## src/rtl/y86_load_pkg.sv

```systemverilog
// Shared definitions for the instruction/data memory image loaders:
// FSM state encoding, frame error codes and length-prefix size.
package y86_load_pkg;

    typedef enum logic [2:0] {
        ST_IDLE,
        ST_LEN0,
        ST_LEN1,
        ST_DATA,
        ST_DONE,
        ST_ERR
    } load_state_e;

    localparam logic [1:0] ERR_NONE     = 2'd0;
    localparam logic [1:0] ERR_TOO_LONG = 2'd1;
    localparam logic [1:0] ERR_SHORT    = 2'd2;
    localparam logic [1:0] ERR_NO_LAST  = 2'd3;

    localparam int unsigned LEN_BYTES = 2;

    function automatic logic is_busy(input load_state_e s);
        return s inside {ST_LEN0, ST_LEN1, ST_DATA};
    endfunction

endpackage

```

## src/rtl/imem_loader_if.sv

```systemverilog
// Stream-in handshake plus imem byte write port of the image loader.
// master = stream source / memory side, slave = loader.
interface imem_loader_if #(
    parameter int unsigned ADDR_W = 10
);
    logic              in_valid;
    logic              in_ready;
    logic [7:0]        in_data;
    logic              in_last;
    logic              mem_we;
    logic [ADDR_W-1:0] mem_addr;
    logic [7:0]        mem_wdata;

    modport master (
        output in_valid, in_data, in_last,
        input  in_ready, mem_we, mem_addr, mem_wdata
    );

    modport slave (
        input  in_valid, in_data, in_last,
        output in_ready, mem_we, mem_addr, mem_wdata
    );
endinterface

```

## src/rtl/imem_wr_stage.sv

```systemverilog
// Registered memory write-port stage: one write pulse in the cycle after
// each accept strobe, address/data held between writes.
module imem_wr_stage #(
    parameter int unsigned ADDR_W = 10
) (
    input  logic              clk_i,
    input  logic              rst_i,
    input  logic              accept_i,
    input  logic [ADDR_W-1:0] addr_i,
    input  logic [7:0]        data_i,
    output logic              we_o,
    output logic [ADDR_W-1:0] addr_o,
    output logic [7:0]        wdata_o
);
    logic              we_q, we_d;
    logic [ADDR_W-1:0] addr_q, addr_d;
    logic [7:0]        wdata_q, wdata_d;

    always_comb begin
        we_d    = accept_i;
        addr_d  = addr_q;
        wdata_d = wdata_q;
        if (accept_i) begin
            addr_d  = addr_i;
            wdata_d = data_i;
        end
    end

    always_ff @(posedge clk_i) begin
        if (rst_i) begin
            we_q    <= 1'b0;
            addr_q  <= '0;
            wdata_q <= '0;
        end else begin
            we_q    <= we_d;
            addr_q  <= addr_d;
            wdata_q <= wdata_d;
        end
    end

    assign we_o    = we_q;
    assign addr_o  = addr_q;
    assign wdata_o = wdata_q;
endmodule

```

## src/rtl/imem_loader.sv

```systemverilog
// Loads a length-prefixed byte image into instruction memory from address 0
// and releases the processor (cpu_run) only after the last byte is committed.
module imem_loader
    import y86_load_pkg::*;
#(
    parameter int unsigned ADDR_W = 10
) (
    input  logic            clock,
    input  logic            reset,
    input  logic            start,
    imem_loader_if.slave    bus,
    output logic            busy,
    output logic            done,
    output logic            error,
    output logic [1:0]      err_code,
    output logic [ADDR_W:0] bytes_loaded,
    output logic            cpu_run
);
    localparam int unsigned MEM_BYTES = 1 << ADDR_W;
    localparam int unsigned LEN_W     = 8 * LEN_BYTES;

    load_state_e      state_q;
    logic [LEN_W-1:0] len_q;
    logic [ADDR_W:0]  cnt_q;
    logic             done_q;
    logic             cpu_run_q;
    logic             err_q;
    logic [1:0]       err_code_q;

    logic             xfer;
    logic             wr_accept;
    logic             last_payload;
    logic [LEN_W-1:0] len_full;

    assign busy         = is_busy(state_q);
    assign bus.in_ready = busy;
    assign xfer         = bus.in_valid & busy;
    assign wr_accept    = xfer & (state_q == ST_DATA);
    assign len_full     = {bus.in_data, len_q[7:0]};
    assign last_payload = (32'(cnt_q) + 32'd1) == 32'(len_q);

    always_ff @(posedge clock) begin
        if (reset) begin
            state_q    <= ST_IDLE;
            len_q      <= '0;
            cnt_q      <= '0;
            done_q     <= 1'b0;
            cpu_run_q  <= 1'b0;
            err_q      <= 1'b0;
            err_code_q <= ERR_NONE;
        end else begin
            unique case (state_q)
                ST_IDLE, ST_DONE, ST_ERR: begin
                    if (start) begin
                        state_q    <= ST_LEN0;
                        len_q      <= '0;
                        cnt_q      <= '0;
                        done_q     <= 1'b0;
                        cpu_run_q  <= 1'b0;
                        err_q      <= 1'b0;
                        err_code_q <= ERR_NONE;
                    end else if (state_q == ST_DONE) begin
                        // one cycle behind done so the final write has landed before fetch
                        cpu_run_q <= 1'b1;
                    end
                end
                ST_LEN0: begin
                    if (xfer) begin
                        len_q <= {{(LEN_W-8){1'b0}}, bus.in_data};
                        if (bus.in_last) begin
                            state_q    <= ST_ERR;
                            err_q      <= 1'b1;
                            err_code_q <= ERR_SHORT;
                        end else begin
                            state_q <= ST_LEN1;
                        end
                    end
                end
                ST_LEN1: begin
                    if (xfer) begin
                        len_q <= len_full;
                        if (32'(len_full) > MEM_BYTES) begin
                            state_q    <= ST_ERR;
                            err_q      <= 1'b1;
                            err_code_q <= ERR_TOO_LONG;
                        end else if (len_full == '0) begin
                            if (bus.in_last) begin
                                state_q <= ST_DONE;
                                done_q  <= 1'b1;
                            end else begin
                                state_q    <= ST_ERR;
                                err_q      <= 1'b1;
                                err_code_q <= ERR_NO_LAST;
                            end
                        end else if (bus.in_last) begin
                            state_q    <= ST_ERR;
                            err_q      <= 1'b1;
                            err_code_q <= ERR_SHORT;
                        end else begin
                            state_q <= ST_DATA;
                        end
                    end
                end
                ST_DATA: begin
                    if (xfer) begin
                        cnt_q <= cnt_q + {{ADDR_W{1'b0}}, 1'b1};
                        if (last_payload) begin
                            if (bus.in_last) begin
                                state_q <= ST_DONE;
                                done_q  <= 1'b1;
                            end else begin
                                state_q    <= ST_ERR;
                                err_q      <= 1'b1;
                                err_code_q <= ERR_NO_LAST;
                            end
                        end else if (bus.in_last) begin
                            state_q    <= ST_ERR;
                            err_q      <= 1'b1;
                            err_code_q <= ERR_SHORT;
                        end
                    end
                end
                default: state_q <= ST_IDLE;
            endcase
        end
    end

    imem_wr_stage #(.ADDR_W(ADDR_W)) u_wr_stage (
        .clk_i    (clock),
        .rst_i    (reset),
        .accept_i (wr_accept),
        .addr_i   (cnt_q[ADDR_W-1:0]),
        .data_i   (bus.in_data),
        .we_o     (bus.mem_we),
        .addr_o   (bus.mem_addr),
        .wdata_o  (bus.mem_wdata)
    );

    assign done         = done_q;
    assign cpu_run      = cpu_run_q;
    assign error        = err_q;
    assign err_code     = err_code_q;
    assign bytes_loaded = cnt_q;
endmodule

```

## src/flat_wrapper.sv

```systemverilog
// flat-port wrapper written by rule: the top's interface ports become plain ports
module imem_loader_flat import y86_load_pkg::*;
#(
    parameter int unsigned ADDR_W = 10
)
  (clock, reset, start, busy, done, error, err_code, bytes_loaded, cpu_run, bus_in_valid, bus_in_data, bus_in_last, bus_in_ready, bus_mem_we, bus_mem_addr, bus_mem_wdata);
  imem_loader_if #(.ADDR_W(ADDR_W)) bus_i ();
  input  logic clock;
  input  logic reset;
  input  logic start;
  output logic busy;
  output logic done;
  output logic error;
  output logic [1:0] err_code;
  output logic [ADDR_W:0] bytes_loaded;
  output logic cpu_run;
  input wire logic [$bits(bus_i.in_valid)-1:0] bus_in_valid;
  input wire logic [$bits(bus_i.in_data)-1:0] bus_in_data;
  input wire logic [$bits(bus_i.in_last)-1:0] bus_in_last;
  output wire logic [$bits(bus_i.in_ready)-1:0] bus_in_ready;
  output wire logic [$bits(bus_i.mem_we)-1:0] bus_mem_we;
  output wire logic [$bits(bus_i.mem_addr)-1:0] bus_mem_addr;
  output wire logic [$bits(bus_i.mem_wdata)-1:0] bus_mem_wdata;
  assign bus_i.in_valid = bus_in_valid;
  assign bus_i.in_data = bus_in_data;
  assign bus_i.in_last = bus_in_last;
  assign bus_in_ready = bus_i.in_ready;
  assign bus_mem_we = bus_i.mem_we;
  assign bus_mem_addr = bus_i.mem_addr;
  assign bus_mem_wdata = bus_i.mem_wdata;
  imem_loader #(.ADDR_W(ADDR_W)) u_core (.clock(clock), .reset(reset), .start(start), .bus(bus_i), .busy(busy), .done(done), .error(error), .err_code(err_code), .bytes_loaded(bytes_loaded), .cpu_run(cpu_run));
endmodule
```

## config.mk

```make
export PLATFORM = sky130hd
export DESIGN_NAME = imem_loader_flat
export DESIGN_NICKNAME = d
export VERILOG_FILES = /design/src/rtl/y86_load_pkg.sv /design/src/rtl/imem_loader_if.sv /design/src/rtl/imem_wr_stage.sv /design/src/rtl/imem_loader.sv /design/src/flat_wrapper.sv
export SDC_FILE = /design/constraint.sdc
export NUM_CORES = 1
export LEC_CHECK = 0
export BUFFER_PORTS_ARGS = -buffer_cell sky130_fd_sc_hd__buf_2
export CAP_MARGIN = 20
export CORE_MARGIN = 2
export CORE_UTILIZATION = 45
export DETAILED_ROUTE_END_ITERATION = 16
export PLACE_DENSITY = 0.71
export SLEW_MARGIN = 20
export SYNTH_ARGS = -nofsm -noshare
export SYNTH_HDL_FRONTEND = slang
export SYNTH_SLANG_ARGS = --single-unit
```

## constraint.sdc

```tcl
create_clock -name clock -period 4.1 [get_ports clock]
set_input_delay 0.615 -clock clock [delete_from_list [all_inputs] [get_ports clock]]
set_output_delay 0.615 -clock clock [all_outputs]
set_load 0.01 [all_outputs]
```

After elaboration in Yosys (flattened, before gate mapping)
Index checks and enable logic that the tools add are counted.
{"block": "word_totals", "reg_bits": 54, "word_cells": 96}
{"block": "op_classes", "addsub": 2, "n_lt_le_gt_ge": 1, "n_eq_ne": 14, "n_mux": 48, "bitwise": 3, "reduce_logical": 17}
{"cell": "16-bit 2-to-1 mux", "count": 3}
{"cell": "16-bit case mux with 3 select lines", "count": 1}
{"cell": "32-bit by 16-bit equality test with 1-bit output", "count": 1}
{"cell": "3-bit 2-to-1 mux", "count": 10}
{"cell": "11-bit 2-to-1 mux", "count": 2}
{"cell": "11-bit case mux with 2 select lines", "count": 1}
{"cell": "1-bit 2-to-1 mux", "count": 18}
{"cell": "2-bit 2-to-1 mux", "count": 9}
{"cell": "16-bit by 11-bit greater-than comparator with 1-bit output (second input constant)", "count": 1}
{"cell": "16-bit zero test", "count": 1}
{"cell": "11-bit by 1-bit adder with 12-bit output (second input constant)", "count": 1}
{"cell": "3-bit case mux with 4 select lines", "count": 1}
{"cell": "11-bit by 1-bit adder with 11-bit output (second input constant)", "count": 1}
{"cell": "5-bit AND reduction", "count": 2}
{"cell": "3-bit nonzero test", "count": 3}
{"cell": "2-bit by 1-bit inequality test with 1-bit output (second input constant)", "count": 4}
{"cell": "2-bit case mux with 4 select lines", "count": 1}
{"cell": "4-bit AND reduction", "count": 2}
{"cell": "7-bit AND reduction", "count": 1}
{"cell": "3-bit by 2-bit equality test with 1-bit output (second input constant)", "count": 2}
{"cell": "3-bit equality test (second input constant)", "count": 2}
{"cell": "2-bit inequality test (second input constant)", "count": 3}
{"cell": "2-bit nonzero test", "count": 3}
{"cell": "1-bit case mux with 4 select lines", "count": 1}
{"cell": "10 further kinds", "count": 11}

Logic depth before layout (Yosys ltp)
Gate-level depths: netlist (run 1).
{"block": "depth", "depth_word": 5, "ltp_mapped": 9, "ltp_nobuf": 8}

Cells and area by module
Synthesis (run 1) repeated with hierarchy kept, for this count alone.
{"block": "hier_totals", "cells_unflattened": 367, "area_unflattened_um2": 2944.1}
{"module": "imem_loader", "instances": 1, "cells_each": 307, "area_per_inst_um2": 2268.4, "seq_area_each_um2": 700.7}
{"module": "imem_wr_stage", "instances": 1, "cells_each": 60, "area_per_inst_um2": 675.6, "seq_area_each_um2": 380.4}

Least setup slack after synthesis (run 1)
No wires, ideal clock.
{"block": "synth_path", "path_kind": "flip-flop to flip-flop", "start": "register u_core.cnt_q[0] (netlist: u_core.bytes_loaded[0])", "end": "register u_core.err_code_q[0] (netlist: u_core.err_code[0])", "setup_ns": 0.059, "arrival_ns": 2.549, "required_time_ns": 4.041, "setup_slack_ns": 1.493, "stages_incl_launch_ff": 9, "path_buffers": 0, "period_less_slack_ns": 2.607, "path_cell_list": "dfxtp_1 > ha_1 > nand3_2 > o31a_1 > or4_1 > o211a_1 > or3_4 > o31ai_2 > a22o_1"}
{"block": "synth_between", "elab_chain_len": 5}
{"item": "from (decl)", "line": "imem_loader.sv:24", "source": "logic [ADDR_W:0] cnt_q;"}
{"item": "from (signal assigned)", "line": "imem_loader.sv:106", "source": "cnt_q <= cnt_q + {{ADDR_W{1'b0}}, 1'b1};"}
{"item": "11-bit by 1-bit adder with 12-bit output", "line": "imem_loader.sv:40", "source": "assign last_payload = (32'(cnt_q) + 32'd1) == 32'(len_q);"}
{"item": "32-bit by 16-bit equality test with 1-bit output", "line": "imem_loader.sv:40"}
{"item": "2-bit 2-to-1 mux", "line": "imem_loader.sv:107", "source": "if (last_payload) begin"}
{"item": "2-bit 2-to-1 mux", "line": "imem_loader.sv:105", "source": "if (xfer) begin"}
{"item": "2-bit case mux with 4 select lines", "line": "imem_loader.sv:52", "source": "unique case (state_q)"}
{"item": "to (signal assigned)", "line": "imem_loader.sv:50", "source": "err_code_q <= ERR_NONE;"}
{"item": "to (signal assigned)", "line": "imem_loader.sv:61", "source": "err_code_q <= ERR_NONE;"}
{"item": "to (signal assigned)", "line": "imem_loader.sv:114", "source": "err_code_q <= ERR_NO_LAST;"}
{"item": "to (decl)", "line": "imem_loader.sv:28", "source": "logic [1:0] err_code_q;"}
Every way passes these cells. The select of a mux whose other input is x is not followed.
A chain may end at the register's enable or synchronous reset.

Final worst setup path (run 1)
{"block": "layout_path", "start": "register u_core.cnt_q[0] (netlist: u_core.bytes_loaded[0])", "end": "register u_core.state_q[0]"}
{"block": "layout_between", "elab_chain_len": 5}
{"item": "11-bit by 1-bit adder with 12-bit output *", "line": "imem_loader.sv:40"}
{"item": "32-bit by 16-bit equality test with 1-bit output *", "line": "imem_loader.sv:40"}
{"item": "3-bit 2-to-1 mux", "line": "imem_loader.sv:107"}
{"item": "3-bit 2-to-1 mux", "line": "imem_loader.sv:105"}
{"item": "3-bit case mux with 4 select lines", "line": "imem_loader.sv:52"}
{"item": "to (signal assigned)", "line": "imem_loader.sv:44", "source": "state_q <= ST_IDLE;"}
{"item": "to (signal assigned)", "line": "imem_loader.sv:55", "source": "state_q <= ST_LEN0;"}
{"item": "to (signal assigned)", "line": "imem_loader.sv:109", "source": "state_q <= ST_DONE;"}
{"item": "to (decl)", "line": "imem_loader.sv:22", "source": "load_state_e state_q;"}
Mark *: on every way between the ends. The rest lies on a longest branch, timed or not. The select of a mux whose other input is x is not followed.

==> results of run 1 <==
[flip-flops by register name (all words and copies together) (netlist names)]
signal                     flops
u_core.bytes_loaded           11
u_core.u_wr_stage.wdata_o      8
u_core.u_wr_stage.addr_o      10
u_core.done                    1
u_core.error                   1
u_core.err_code                2
u_core.u_wr_stage.we_o         1
u_core.len_q                  16
u_core.cpu_run                 1
u_core.state_q                 3
[routing by layer]
layer  global-route usage (%)  vias up  part of all wire [%]
met2                     34.8       91                    45
met4                     7.48        0                   1.9
met5                        0        -                     0
li1                         -     1420                     -
met3                     4.08       14                   5.5
met1                     31.7     1362                    48
[where the power goes]
part	internal [W]	total, W	switching [W]
combinational	0.0000545	0.000159	0.000104
sequential	0.000535	0.000554	0.0000192
clock	0.000117	0.000301	0.000184
total	0.000707	0.00101	0.000307
[area by class of cell]
class                      count  share of cell area [%]
inverter                       4                   0.472
tap                           75                    2.95
multi-input combinational    290                    51.3
timing repair buffer          53                    8.66
sequential                    54                    34.0
clock inverter                 2                   0.472
clock buffer                   5                    2.16
[metrics by stage]
step / hold slack, ps / worst slack (ps) / total power (W)
after detailed placement: 446 / 1320 / 0.000723
after global placement: 438 / 1420 / 0.000722
after global routing: 479 / 1110 / 0.00106
final: 458 / 1280 / 0.00101
after floorplan: 432 / 1490 / 0.000673
after CTS: 461 / 1300 / 0.00102
[synthesized netlist by cell type (all sizes together) (2+ instances only)]
master / instances
xnor2: 7
o22a: 2
o311ai: 2
nand2b: 4
buf: 8
a21o: 2
a21oi: 50
a311oi: 2
nand3: 19
a211oi: 2
nand4: 2
o22ai: 3
clkbuf: 18
o31ai: 3
and3: 6
a31oi: 3
xor2: 5
nand2: 59
o2111ai: 3
o211ai: 3
or4: 4
nor4: 7
dfxtp: 54
or2: 3
a22o: 2
mux2i: 2
o21a: 2
nor2: 38
nor4b: 2
o21ai: 11
a22oi: 10
or3: 5
inv: 4
nor2b: 2
nor3: 9
[worst min path at each step]
stage | slack (ps) | to | from
final | 460 | u_core.u_wr_stage.wdata_o[0] | u_core.u_wr_stage.wdata_o[0]
after global routing | 480 | u_core.u_wr_stage.wdata_o[6] | u_core.u_wr_stage.wdata_o[6]
after CTS | 460 | u_core.u_wr_stage.addr_o[5] | u_core.u_wr_stage.addr_o[5]
after detailed placement | 450 | u_core.u_wr_stage.addr_o[5] | u_core.u_wr_stage.addr_o[5]
after global placement | 440 | u_core.len_q[14] | u_core.len_q[14]
after floorplan | 430 | u_core.len_q[15] | u_core.len_q[15]
[cells by family (layout without fill, tap and decap cells)]
kind of cell,Yosys count,after routing,share of synthesized area (%)
compound gates,108,108,24.0
xor+xnor,12,12,3.70
mux,2,2,0.705
fa+ha+maj,2,2,0.794
buf+inv,30,64,4.45
flops,54,54,38.1
simple gates,166,166,28.2
[worst max-delay path, cell delays in order (launching register included)]
cell and delay [ps]:
dfxtp_1 490, ha_1 320, nand3_2 180, o31a_1 340
or4_1 470, o211a_1 170, or3_4 400, o211ai_1 180
a211oi_1 90
==> parameters.txt, run 1 <==
Parameter                              Value

Floorplan
  Core ar. ... 5990 µm²
  Die boundary height ... 83.4 µm
  Ports placed on the boundary ... 50
  Width of the die ... 83.4 µm
  Starting density of the core ... 47.4%
  Total die area ... 6960 µm²
  Num rows ... 28

Setup path
  Setup slack, reg-to-reg ... 1280 ps
  End of the worst register-to-register path ... u_core.state_q[0]
  Worst reg2reg startpoint ... u_core.bytes_loaded[0]
  Worst reg-to-reg path cell count ... 8
  Launching instance or port of the critical path ... u_core.bytes_loaded[0]
  Worst-path fanout max ... 8
  Type of destination of the critical path ... register
  Worst setup path endpoint ... u_core.state_q[0]
  Type of element launching the critical path ... register
  Worst setup path category ... reg2reg
  Data required time of the critical path ... 4260 ps
  Worst Path Arrival ... 2970 ps

Yosys
  Mean area per synthesized cell ... 7.59 µm²
  Async SR Flop Fraction ... 0%
  Cell type with the largest total area after synthesis ... dfxtp_1
  Number of distinct library cells after synthesis ... 58
  Count of warnings emitted by yosys ... 0
  Most used DFF post-synth ... dfxtp_1
  Cell types occupying the most area after synthesis ... dfxtp_1, a21oi_1, nand2_1
  Synthesized net count ... 388
  Number of synthesized register bits ... 54
  Cell area after synthesis ... 2840 µm²
  Number of enable flip-flop cells after synthesis ... 0
  Portion of the post-synthesis area used by sequential elements ... 38.1%
  Proportion of netlist area held by the largest area contributor ... 38.1%
  Post-synthesis cell count ... 374

Global routing
  Vias in the first global route ... 2,562
  Maximum number of pins on one net before global-route repair ... 55
  Initial antenna violation count ... 0
  First-pass GRT wire length ... 12,800 µm
  Remaining global-route overflow ... 0
  GRT Util Overall ... 22.5%

STA
  Maximum achievable frequency ... 355 MHz
  Post-route fraction of the period consumed by the critical path ... 68.7%
  Time the final worst path needs with I/O delays and setup ... 2820 ps
  Fin Setup TNS ... 0 ps
  Hold violation total from the final report ... 0
  Final max-slew violation count ... 0
  Setup repair after global routing missed its margin ... false
  Worst-case headroom to the max-slew limit ... 33.9%
  Setup Viol. Count Final ... 0
  Post-Route Skew ... 2.18 ps
  Transition at the pin with the smallest max-transition slack ... 992 ps

CTS
  Post-CTS setup buffer count ... 0
  TritonCTS Buffers ... 5
  Longest Clk Path Bufs ... 2
  CTS Root Buffer Type ... clkbuf_8
  Clock latency on the worst-skew pair ... 310 ps
  H-tree lvl count ... 2
  Post-cts resize count ... 0
  Sinks on the clock net ... 54
  Clock-pin slew reported for the worst setup and hold paths after clock tree synthesis ... 100 ps
  Post-CTS Hold Buffers ... 0
  Clock tree from TritonCTS ... yes

Detailed routing
  Number of optimization iterations in the first detailed-route pass ... 4
  DRT iter0 DRCs ... 239
  ANT nets after route ... 0
  Average wire per standard cell ... 16.3 µm
  Routed Wire Length ... 7890 µm
  Post-route DRC ... 0
  Routed via count ... 2,887
  Vias per cell ... 5.98

Layout
  Fraction of layout instances using a drive strength above 1 ... 16.7%
  Sequential cell area in the final layout ... 1080 µm²
  Filler cell count ... 604
  Commonest non-fill, non-tap cells in the layout ... nand2_1, dfxtp_1, a21oi_1, buf_2, nor2_1
  Multi-input logic area ... 1630 µm²
  Non-filler cells, final ... 483
  Final Net Count ... 422
  Antenna Diode Count ... 0
  Finished Core Util ... 53.1%
  Most common cell after layout, fill and taps aside ... nand2_1
  Cell area after layout ... 3180 µm²
  Area grow syn2layout ... 12.0%

Placed design
  Placer congestion estimate ... 0.973
  Placed insts ... 476
  Placed wire-length estimate after detailed placement ... 5520 µm
  Total placed instance area ... 3100 µm²
  # port buffers ... 49

Run
  Max_cap viols ... 0

Min path
  Kind of path behind the tightest hold check ... reg2reg
  Number of cells on the worst hold path ... 2

Power and ir drop
  Leakage power ... 1.23 nW
  Peak supply drop ... 164 µV
  Power density over the cells ... 319 nW/µm²

Outcome
  Outcome ... finished clean
Note: power is estimated with default switching activity, not from simulation.
==> run 2, diff against run 1 <==
--- a/config.mk
+++ b/config.mk
@@ -10,7 +10,7 @@
 export CORE_MARGIN = 2
 export CORE_UTILIZATION = 45
 export DETAILED_ROUTE_END_ITERATION = 16
-export PLACE_DENSITY = 0.71
+export PLACE_DENSITY = 0.74
 export SLEW_MARGIN = 20
 export SYNTH_ARGS = -nofsm -noshare
 export SYNTH_HDL_FRONTEND = slang
==> constraint.sdc (replaced) <==
create_clock -name clock -period 2.3 [get_ports clock]
set_input_delay 0.345 -clock clock [delete_from_list [all_inputs] [get_ports clock]]
set_output_delay 0.345 -clock clock [all_outputs]
set_load 0.01 [all_outputs]
==> parameters.txt, run 2 (synthesis results as in run 1) <==
Parameter                              Value

Outcome
  Outcome ... finished, violations left (was finished clean)
  Failing checks ... setup timing

Layout
  Final Net Count ... 463 (was 422)
  Commonest non-fill, non-tap cells in the layout ... nand2_1, a21oi_1, buf_2, dfxtp_1, buf_4 (was nand2_1, dfxtp_1, a21oi_1, buf_2, nor2_1)
  Finished Core Util ... 60.7% (was 53.1%)
  Most common cell after layout, fill and taps aside ... nand2_1 (unchanged)
  Largest register by flop count ... u_core.len_q (unchanged)
  Largest register FFs ... 16 (unchanged)
  Multi-input logic area ... 1730 µm² (was 1630 µm²)
  Fraction of layout instances using a drive strength above 1 ... 28.7% (was 16.7%)
  Antenna Diode Count ... 0 (unchanged)
  Filler cell count ... 535 (was 604)
  Area grow syn2layout ... 28.0% (was 12.0%)
  Sequential cell area in the final layout ... 1100 µm² (was 1080 µm²)

Global routing
  Vias in the first global route ... 2,775 (was 2,562)
  Initial antenna violation count ... 0 (unchanged)
  GRT Util Overall ... 23.3% (was 22.5%)
  First-pass GRT wire length ... 13,500 µm (was 12,800 µm)
  Remaining global-route overflow ... 0 (unchanged)
  Maximum number of pins on one net before global-route repair ... 29 (was 55)

Min path
  Hold path startpoint ... bus_in_data[7] (was u_core.u_wr_stage.wdata_o[0])
  Kind of path behind the tightest hold check ... in2reg (was reg2reg)

Floorplan
  Starting density of the core ... 47.4% (unchanged)
  Ports placed on the boundary ... 50 (unchanged)
  Die boundary height ... 83.4 µm (unchanged)
  Width of the die ... 83.4 µm (unchanged)
  Core ar. ... 5990 µm² (unchanged)
  Num rows ... 28 (unchanged)
  Total die area ... 6960 µm² (unchanged)

Detailed routing
  Routed via count ... 3,053 (was 2,887)
  DRT iter0 DRCs ... 317 (was 239)
  Routed Wire Length ... 8370 µm (was 7890 µm)
  Average wire per standard cell ... 15.9 µm (was 16.3 µm)
  ANT nets after route ... 0 (unchanged)
  Post-route DRC ... 0 (unchanged)
  Vias per cell ... 5.82 (was 5.98)
  Number of optimization iterations in the first detailed-route pass ... 5 (was 4)

Setup path
  Worst reg2reg startpoint ... u_core.bytes_loaded[0] (unchanged)
  CP max stage delay ... 470 ps (was 490 ps)
  Worst setup path category ... reg2reg (unchanged)
  Cell with the largest stage delay on the worst path ... or4_1 (was dfxtp_1)
  Buf/Inv on CP ... 0 (unchanged)
  Setup slack, reg-to-reg ... -50 ps (was 1280 ps)
  Type of destination of the critical path ... register (unchanged)
  Family of cells with the greatest summed delay on the critical path ... simple AND/OR/NAND/NOR gates (unchanged)
  Launching instance or port of the critical path ... u_core.bytes_loaded[0] (unchanged)
  Cells traversed along the worst timing path ... ha_4 > nand3_4 > o31a_1 > or4_1 > o211a_1 > or3_4 > o211ai_1 > a211oi_1 (was ha_1 > nand3_2 > o31a_1 > or4_1 > o211a_1 > or3_4 > o211ai_1 > a211oi_1)
  Type of element launching the critical path ... register (unchanged)
  Worst-path fanout max ... 4 (was 8)
  Worst Path Arrival ... 2550 ps (was 2970 ps)
  Data required time of the critical path ... 2500 ps (was 4260 ps)

STA
  Post-Route Skew ... 11.1 ps (was 2.18 ps)
  Final max-slew violation count ... 0 (unchanged)
  Setup repair after global routing missed its margin ... true (was false)
  Hold violation total from the final report ... 0 (unchanged)
  Worst-case headroom to the max-slew limit ... 62.1% (was 33.9%)
  Time the final worst path needs with I/O delays and setup ... 2350 ps (was 2820 ps)
  Post-route fraction of the period consumed by the critical path ... 102% (was 68.7%)
  Worst Setup Slack, final ... -47.8 ps (was 1280 ps)
  Maximum achievable frequency ... 426 MHz (was 355 MHz)
  Setup Viol. Count Final ... 5 (was 0)
  Transition at the pin with the smallest max-transition slack ... 567 ps (was 992 ps)

Placed design
  Placer congestion estimate ... 0.935 (was 0.973)
  Placed wire-length estimate after detailed placement ... 6060 µm (was 5520 µm)
  Worst slack after detailed placement ... -86.9 ps (was 1320 ps)
  # port buffers ... 49 (unchanged)

CTS
  H-tree lvl count ... 2 (unchanged)
  Longest Clk Path Bufs ... 2 (unchanged)
  CTS Root Buffer Type ... clkbuf_8 (unchanged)
  Sinks on the clock net ... 54 (unchanged)
  Clock-pin slew reported for the worst setup and hold paths after clock tree synthesis ... 110 ps (was 100 ps)
  Clock tree from TritonCTS ... yes (unchanged)
  Post-CTS Hold Buffers ... 0 (unchanged)
  TritonCTS Buffers ... 5 (unchanged)
  Clock latency on the worst-skew pair ... 310 ps (about the same)

Power and ir drop
  Peak supply drop ... 373 µV (was 164 µV)
  Leakage power ... 1.47 nW (was 1.23 nW)
  Power Total ... 0.00196 W (was 0.00101 W)
  Power density over the cells ... 539 nW/µm² (was 319 nW/µm²)

Run
  Max_cap viols ... 0 (unchanged)
==> run 2: path summary, 6_finish.rpt <==
| path | cells after the start | end |
|---|---|---|
| worst min-delay path | 3 | u_core.u_wr_stage.wdata_o[7] |
| worst max-delay path | 8 | u_core.state_q[0] |
| worst min register to register | 2 | u_core.u_wr_stage.addr_o[4] |
| worst max register to register | 8 | u_core.state_q[0] |
==> run 2: where the power goes <==
part | internal (W) | total [W] | switching (W) | leakage, nW
combinational | 0.000123 | 0.000330 | 0.000207 | 0.973
sequential | 0.000949 | 0.000976 | 0.0000267 | 0.441
clock | 0.000325 | 0.000652 | 0.000327 | 0.0514
==> run 2: cell type report <==
| type | count | area share, % |
|---|---|---|
| multi-input cells | 290 | 47.5 |
| well taps | 75 | 2.58 |
| inverters | 4 | 0.413 |
| flip-flops and latches | 54 | 30.3 |
| repair buffers | 94 | 16.2 |
| clock buffers | 6 | 2.00 |
| clock inverters | 2 | 1.03 |
==> run 2: worst register-to-register path, cell delays in order, from the launching register on <==
cell	delay, ps
dfxtp_4	390
ha_4	160
nand3_4	80
o31a_1	250
or4_1	470
o211a_1	200
or3_4	410
o211ai_1	190
a211oi_1	100
==> run 2: what timing repair did <==
item                                    CTS  global route
pin swaps                                 6             4
buffers inserted                          1             0
endpoints found under the setup margin    6             6
gates resized for setup                   8            10
gates cloned                              0             0
==> run 2: layer usage <==
layer,vias to the layer above,track usage [%],share of wire (%)
met5,-,0,0
met4,0,6.30,1.6
met3,12,3.58,5.8
met1,1412,32.4,46
li1,1507,-,-
met2,122,37.6,46
==> run 2: per-stage QoR <==
stage	hold slack [ps]	TNS [ps]	cell area, µm²	cells
after CTS	297	-47.1	3570	525
after global placement	440	-11.2	3430	516
after floorplan	432	0	2900	374
final	302	-154	3630	525
after detailed placement	445	-294	3430	516
after global routing	305	-525	3630	525
